$ cat src/rtl/muldiv_unit.sv
// ============================================================================
//  Module   : muldiv_unit
//  Purpose  : Iterative 1-bit-per-cycle multiply/divide with HI/LO result regs
//  Revision : 1.0  initial release
// ============================================================================
`default_nettype none

module muldiv_unit #(
   parameter int WIDTH = 16
) (
   input  logic             clk,
   input  logic             rst_n,
   input  logic             start,
   input  logic [1:0]       op,
   input  logic [WIDTH-1:0] src_a,
   input  logic [WIDTH-1:0] src_b,
   output logic             busy,
   output logic             done,
   output logic [WIDTH-1:0] hi,
   output logic [WIDTH-1:0] lo,
   output logic             div_by_zero
);

   localparam int            CW         = $clog2(WIDTH);
   localparam logic [CW-1:0] c_lastStep = CW'(WIDTH - 1);

   typedef enum logic [0:0] {
      IDLE = 1'b0,
      CALC = 1'b1
   } state_t;

   state_t r_state, w_stateNext;

   logic                 r_isDiv;
   logic                 r_negRes;
   logic                 r_negDividend;
   logic [WIDTH-1:0]     r_magA;
   logic [WIDTH-1:0]     r_magB;
   logic [CW-1:0]        r_cnt;
   logic [2*WIDTH-1:0]   r_acc;
   logic                 r_done;
   logic                 r_dbz;
   logic [WIDTH-1:0]     r_hi;
   logic [WIDTH-1:0]     r_lo;

   logic                 w_accept;
   logic                 w_last;
   logic                 w_signA;
   logic                 w_signB;
   logic [WIDTH-1:0]     w_absA;
   logic [WIDTH-1:0]     w_absB;
   logic [WIDTH-1:0]     w_addend;
   logic [WIDTH:0]       w_mulAdd;
   logic [2*WIDTH-1:0]   w_mulNext;
   logic [WIDTH:0]       w_remShift;
   logic                 w_divGe;
   logic [WIDTH-1:0]     w_divDiff;
   logic [2*WIDTH-1:0]   w_divNext;
   logic [2*WIDTH-1:0]   w_accNext;
   logic [WIDTH-1:0]     w_quo;
   logic [WIDTH-1:0]     w_rem;
   logic                 w_dbz;
   logic [WIDTH-1:0]     w_resHi;
   logic [WIDTH-1:0]     w_resLo;

   assign w_accept = (r_state == IDLE) && start;
   assign w_last   = (r_state == CALC) && (r_cnt == c_lastStep);

   // op[0] selects the signed variants; unsigned operands never get a sign flag
   assign w_signA = op[0] & src_a[WIDTH-1];
   assign w_signB = op[0] & src_b[WIDTH-1];
   assign w_absA  = w_signA ? -src_a : src_a;
   assign w_absB  = w_signB ? -src_b : src_b;

   // Multiply: acc = {partial product, remaining multiplier bits}, shift right
   assign w_addend  = r_acc[0] ? r_magA : '0;
   assign w_mulAdd  = {1'b0, r_acc[2*WIDTH-1:WIDTH]} + {1'b0, w_addend};
   assign w_mulNext = {w_mulAdd, r_acc[WIDTH-1:1]};

   // Restoring divide: acc = {remainder, dividend/quotient bits}, shift left
   assign w_remShift = {r_acc[2*WIDTH-1:WIDTH], r_acc[WIDTH-1]};
   assign w_divGe    = w_remShift >= {1'b0, r_magB};
   assign w_divDiff  = w_remShift[WIDTH-1:0] - r_magB;
   assign w_divNext  = {(w_divGe ? w_divDiff : w_remShift[WIDTH-1:0]),
                        r_acc[WIDTH-2:0], w_divGe};

   assign w_accNext = r_isDiv ? w_divNext : w_mulNext;
   assign w_quo     = w_divNext[WIDTH-1:0];
   assign w_rem     = w_divNext[2*WIDTH-1:WIDTH];
   assign w_dbz     = r_isDiv && (r_magB == '0);

   always_comb begin
      w_resHi = '0;
      w_resLo = '0;
      if (!r_isDiv) begin
         {w_resHi, w_resLo} = r_negRes ? -w_mulNext : w_mulNext;
      end else if (w_dbz) begin
         w_resLo = '1;
         w_resHi = r_negDividend ? -r_magA : r_magA;
      end else begin
         w_resLo = r_negRes      ? -w_quo : w_quo;
         w_resHi = r_negDividend ? -w_rem : w_rem;
      end
   end

   always_comb begin
      w_stateNext = r_state;
      case (r_state)
         IDLE:    if (start) w_stateNext = CALC;
         CALC:    if (r_cnt == c_lastStep) w_stateNext = IDLE;
         default: w_stateNext = IDLE;
      endcase
   end

   always_ff @(posedge clk or negedge rst_n) begin
      if (!rst_n) r_state <= IDLE;
      else        r_state <= w_stateNext;
   end

   always_ff @(posedge clk or negedge rst_n) begin
      if (!rst_n) begin
         r_isDiv       <= 1'b0;
         r_negRes      <= 1'b0;
         r_negDividend <= 1'b0;
         r_magA        <= '0;
         r_magB        <= '0;
         r_cnt         <= '0;
         r_acc         <= '0;
         r_done        <= 1'b0;
         r_dbz         <= 1'b0;
         r_hi          <= '0;
         r_lo          <= '0;
      end else begin
         r_done <= w_last;
         if (w_accept) begin
            r_isDiv       <= op[1];
            r_negRes      <= w_signA ^ w_signB;
            r_negDividend <= w_signA;
            r_magA        <= w_absA;
            r_magB        <= w_absB;
            r_cnt         <= '0;
            r_acc         <= {{WIDTH{1'b0}}, (op[1] ? w_absA : w_absB)};
         end else if (r_state == CALC) begin
            r_acc <= w_accNext;
            r_cnt <= r_cnt + CW'(1);
         end
         if (w_last) begin
            r_hi  <= w_resHi;
            r_lo  <= w_resLo;
            r_dbz <= w_dbz;
         end
      end
   end

   assign busy        = (r_state == CALC);
   assign done        = r_done;
   assign hi          = r_hi;
   assign lo          = r_lo;
   assign div_by_zero = r_dbz;

endmodule

`default_nettype wire

$ cat config.mk
export PLATFORM = sky130hd
export DESIGN_NAME = muldiv_unit
export DESIGN_NICKNAME = d
export VERILOG_FILES = /design/src/rtl/muldiv_unit.sv
export SDC_FILE = /design/constraint.sdc
export NUM_CORES = 1
export LEC_CHECK = 0
export CORE_UTILIZATION = 45
export CTS_CLUSTER_DIAMETER = 40
export DETAILED_ROUTE_END_ITERATION = 6
export GPL_TIMING_DRIVEN = 0
export PLACE_DENSITY = 0.74
export SLEW_MARGIN = 20
export SYNTH_ARGS = -nofsm -noshare
export SYNTH_HDL_FRONTEND = slang
export SYNTH_SLANG_ARGS = --single-unit
$ cat constraint.sdc
create_clock -name clk -period 3.4 [get_ports clk]
set_input_delay 1.02 -clock clk [delete_from_list [all_inputs] [get_ports clk]]
set_output_delay 1.02 -clock clk [all_outputs]
set_load 0.02 [all_outputs]
==> results list <==
- Launching instance or port of the critical path: r_magB[14]
- Critical path data arrival time: 3.85 ns
- Number of standard cells after synthesis: 1178
- Number of global-route vias before repair: 9236
* Proportion of synthesized chip area in sequential cells: 0.284
- In this design, the stage delay of the slowest critical-path cell is 0.42 ns.
- For the worst setup path, the data required time is 3.66 ns.
* Average wire per cell in the routed design: 20.7 microns
- The critical path contains buffers and inverters numbering 3 combined.
- Critical-path cell list: inv_2, ha_4, a21o_1, a211o_1, a311o_2, nor3_4, nor2_8, buf_8, o21ai_4, ha_4, inv_4, a21oi_4, nand3_2, or3_4, a21oi_2, o21ai_2
* HP Start: lo[0]
- Total track usage: 0.303
* Ys Warns: 0
* Cell Rows: 52
- In the routed design, unresolved DRC markers number 1.
- Iter 0 DRT Violations: 1028
* Synthesized Nets: 1256
- Category of the critical setup timing path: reg2reg
* Area of the core: 20300 sq um
- Setup repair after global routing could not meet its margin everywhere.
- The routed layout has 9837 vias.
- Number of buffers created by CTS: 9
- Register bit total from synthesis: 106
- Hold-fix buffers at CTS: 0
* Cell depth of the worst flop-to-flop path: 16
- Category of the worst setup path launch point: register
- Worst Hold Class: reg2reg
* Half-perimeter wire length after detailed placement: 24200 microns
* DIE AREA: 21300 sq um
- Post-synthesis to final-layout area growth: 27.7%
- Part of the cycle the worst path needs: 1.06
- The repair_antennas step left the layout with diodes totalling 0.
- TritonCTS built the clock tree.
- Largest net degree at the start of global routing: 80
* CP delay by family, top: compound AO/OA/AOI/OAI gates
* Final worst slack: -0.190 ns
* Post-synthesis async set-or-reset flop share: 1.00
* Sequential cell area in the final layout: 2660 sq um
* Via-per-instance ratio: 6.19
* Final hold violations: 0
* Die height: 146 microns
- Final slew viol count: 0
- CP max stage cell: sky130_fd_sc_hd__dfrtp_1
* Area of the mapped netlist: 9340 sq um
- The multi-input combinational cells in the finished layout cover a total of 6930 sq um.
- At the pin with the least slew margin, the transition time is 1.06 ns.
* Number of fillers in the final layout: 1792
- Based on the critical path, the design can be clocked at up to 0.279 GHz.
- After the last flow step, the layout net total stands at 1392.
- First-pass GRT wire length: 50300 microns
* Instance area after placement: 10400 sq um
* Clk slew on worst S/H paths: 0.08 ns
* # Max-Cap Violations: 0
- Floorplan die width: 146 microns
- For this configuration, the core starts out at a cell density of 0.460.
* Setup clock skew after layout: 0.0139 ns
- Number of primary I/O pins: 72
- Sum of overflow across all layers after global routing: 0
- Synth cell types: 87
- CTS Buffer Depth: 2
* Worst hold path stage count: 2
- The checks that failed: design-rule violations, negative setup slack.
- The final layout contains routed wiring with a total length of 32900 microns.
- Detailed-routing iteration count for the pre-antenna-repair pass: 7
* CTS H-Tree Depth: 3
- Input and output buffers added on the ports amount to 70.
- Start of the worst register-to-register path: r_magB[14]
- Top flip-flop cell by instance count after synthesis: sky130_fd_sc_hd__dfrtp_1
* Gpl congestion: 0.998
* Post-route ant nets: 0
* Root Driver: sky130_fd_sc_hd__clkbuf_16
* Remaining max-slew budget at the tightest pin: 0.287
- The synthesized design contains 0 enable-type register cells.
- Result of the run: complete, but fails checks
- The later pin in the worst-skew pair is clocked with a latency of 0.37 ns.
- Along the worst path, the maximum fanout reaches 5.
- In the final layout, the share of cells above drive strength 1 is 0.187.
* Number of antenna violations at the first check in global routing: 0
* Depth of the critical timing path with buffers and inverters included: 16
- The clock drives 106 sinks.
* Total non-filler cell area in the finished layout: 11900 sq um
* Number of failing setup endpoints in the final timing report: 12
- For the finished layout, the period the worst path requires is 3.59 ns.
- Cell repeated most along the worst path: sky130_fd_sc_hd__ha_4
- STA classifies the critical path endpoint as a register.
* Synthesized area divided by synthesized cell count: 7.93 sq um
## path summary, 6_finish.rpt
| kind | end | slack, ns |
|---|---|---|
| worst min-delay path | lo[0] | 0.48 |
| max in group asynchronous | r_acc[19] | 2.17 |
| worst min register to register | lo[0] | 0.48 |
| min in group asynchronous | lo[10] | 0.51 |
| worst max register to register | hi[14] | -0.19 |
| worst max-delay path | hi[14] | -0.19 |
## per-layer routing
metal,global-route usage,part of all wire,vias up,wire length (microns)
met2,0.465,0.44,587,14500
met5,0,0,-,0
li1,-,-,4480,-
met1,0.416,0.42,4635,13600
met3,0.0550,0.095,135,3140
met4,0.140,0.048,0,1570
## state kept, by name, summed over array words and instances, names as in the netlist, 4 cells and up
name,cells
hi,16
lo,16
r_acc,32
r_cnt,4
r_magA,16
r_magB,16
## tightest hold or removal path, cell delays in order, from the launching register on
cell                      delay, ns
sky130_fd_sc_hd__dfrtp_1       0.35
sky130_fd_sc_hd__nand2_1       0.05
sky130_fd_sc_hd__nand2_1       0.05
## Yosys cell counts (12+ instances only)
library cell | n | area [sq um]
sky130_fd_sc_hd__nor2_1 | 82 | 308
sky130_fd_sc_hd__or3_1 | 14 | 87.6
sky130_fd_sc_hd__o21ai_0 | 105 | 526
sky130_fd_sc_hd__nand2_1 | 165 | 619
sky130_fd_sc_hd__ha_1 | 39 | 488
sky130_fd_sc_hd__dfrtp_1 | 106 | 2650
sky130_fd_sc_hd__a21oi_1 | 84 | 420
sky130_fd_sc_hd__inv_1 | 44 | 165
sky130_fd_sc_hd__a22o_1 | 12 | 105
sky130_fd_sc_hd__o22ai_1 | 17 | 106
sky130_fd_sc_hd__nand3_1 | 17 | 85.1
sky130_fd_sc_hd__clkbuf_1 | 57 | 214
sky130_fd_sc_hd__o31ai_1 | 20 | 150
sky130_fd_sc_hd__a211oi_1 | 19 | 143
sky130_fd_sc_hd__nand2b_1 | 14 | 87.6
sky130_fd_sc_hd__xnor2_1 | 63 | 552
sky130_fd_sc_hd__mux2i_1 | 36 | 360
sky130_fd_sc_hd__mux2_2 | 12 | 135
sky130_fd_sc_hd__xor2_1 | 45 | 394
sky130_fd_sc_hd__and2_1 | 20 | 125
sky130_fd_sc_hd__nor3_1 | 26 | 130
## final cells by class
cell class,count,share of cell area
Inverter,49,0.0161
Clock buffer,10,0.0192
Timing Repair Buffer,127,0.0978
Clock inverter,6,0.00703
Buffer,69,0.0269
Sequential cell,106,0.223
Multi-Input combinational cell,952,0.581
Tap cell,270,0.0283
## cells in the final DEF (no fill, tap or decap), drive strengths merged, types with 14 or more instances in the layout
cell type / count
a211oi: 21
o21ai: 112
nand2b: 15
dfrtp: 106
a21oi: 84
and2: 20
nand2: 166
nand3: 17
mux2i: 37
clkbuf: 65
o31ai: 21
ha: 39
nor2: 83
inv: 49
clkdlybuf4s50: 67
o22ai: 17
xnor2: 63
xor2: 46
or3: 14
nor3: 28
buf: 72
## metrics by stage
step | TNS, ns | std cells | utilization | setup slack [ns] | hold WS (ns)
5_1_grt | -2.21 | 1589 | 0.587 | -0.259 | 0.493
3_5_place_dp | -8.90 | 1519 | 0.514 | -0.736 | 0.467
3_3_place_gp | -293.10 | 1518 | 0.513 | -2.70 | 0.463
4_1_cts | -0.123 | 1570 | 0.564 | -0.0671 | 0.487
6_report | -0.813 | 1589 | 0.587 | -0.190 | 0.479
2_1_floorplan | -0.00311 | 1178 | - | -0.00311 | 0.450
## kinds of logic (layout without fill, tap and decap cells)
logic type      after synthesis  count (layout)  share of synthesized area
simple gates                402             402                      0.206
compound gates              350             350                      0.244
buf+inv                     120             261                     0.0494
xor+xnor                    109             109                      0.103
flops                       106             106                      0.284
mux                          50              50                     0.0569
fa+ha+maj                    41              41                     0.0565
## what timing repair did
| item | CTS | global route |
|---|---|---|
| pin swaps | 42 | 38 |
| resized for setup | 103 | 78 |
| hold endpoints to repair | 0 | 0 |
| setup endpoints to repair | 23 | 24 |
| setup buffers | 37 | 19 |
Power is not shown: default switching activity piles up to over one toggle a cycle in this logic, so the estimate is an artifact.
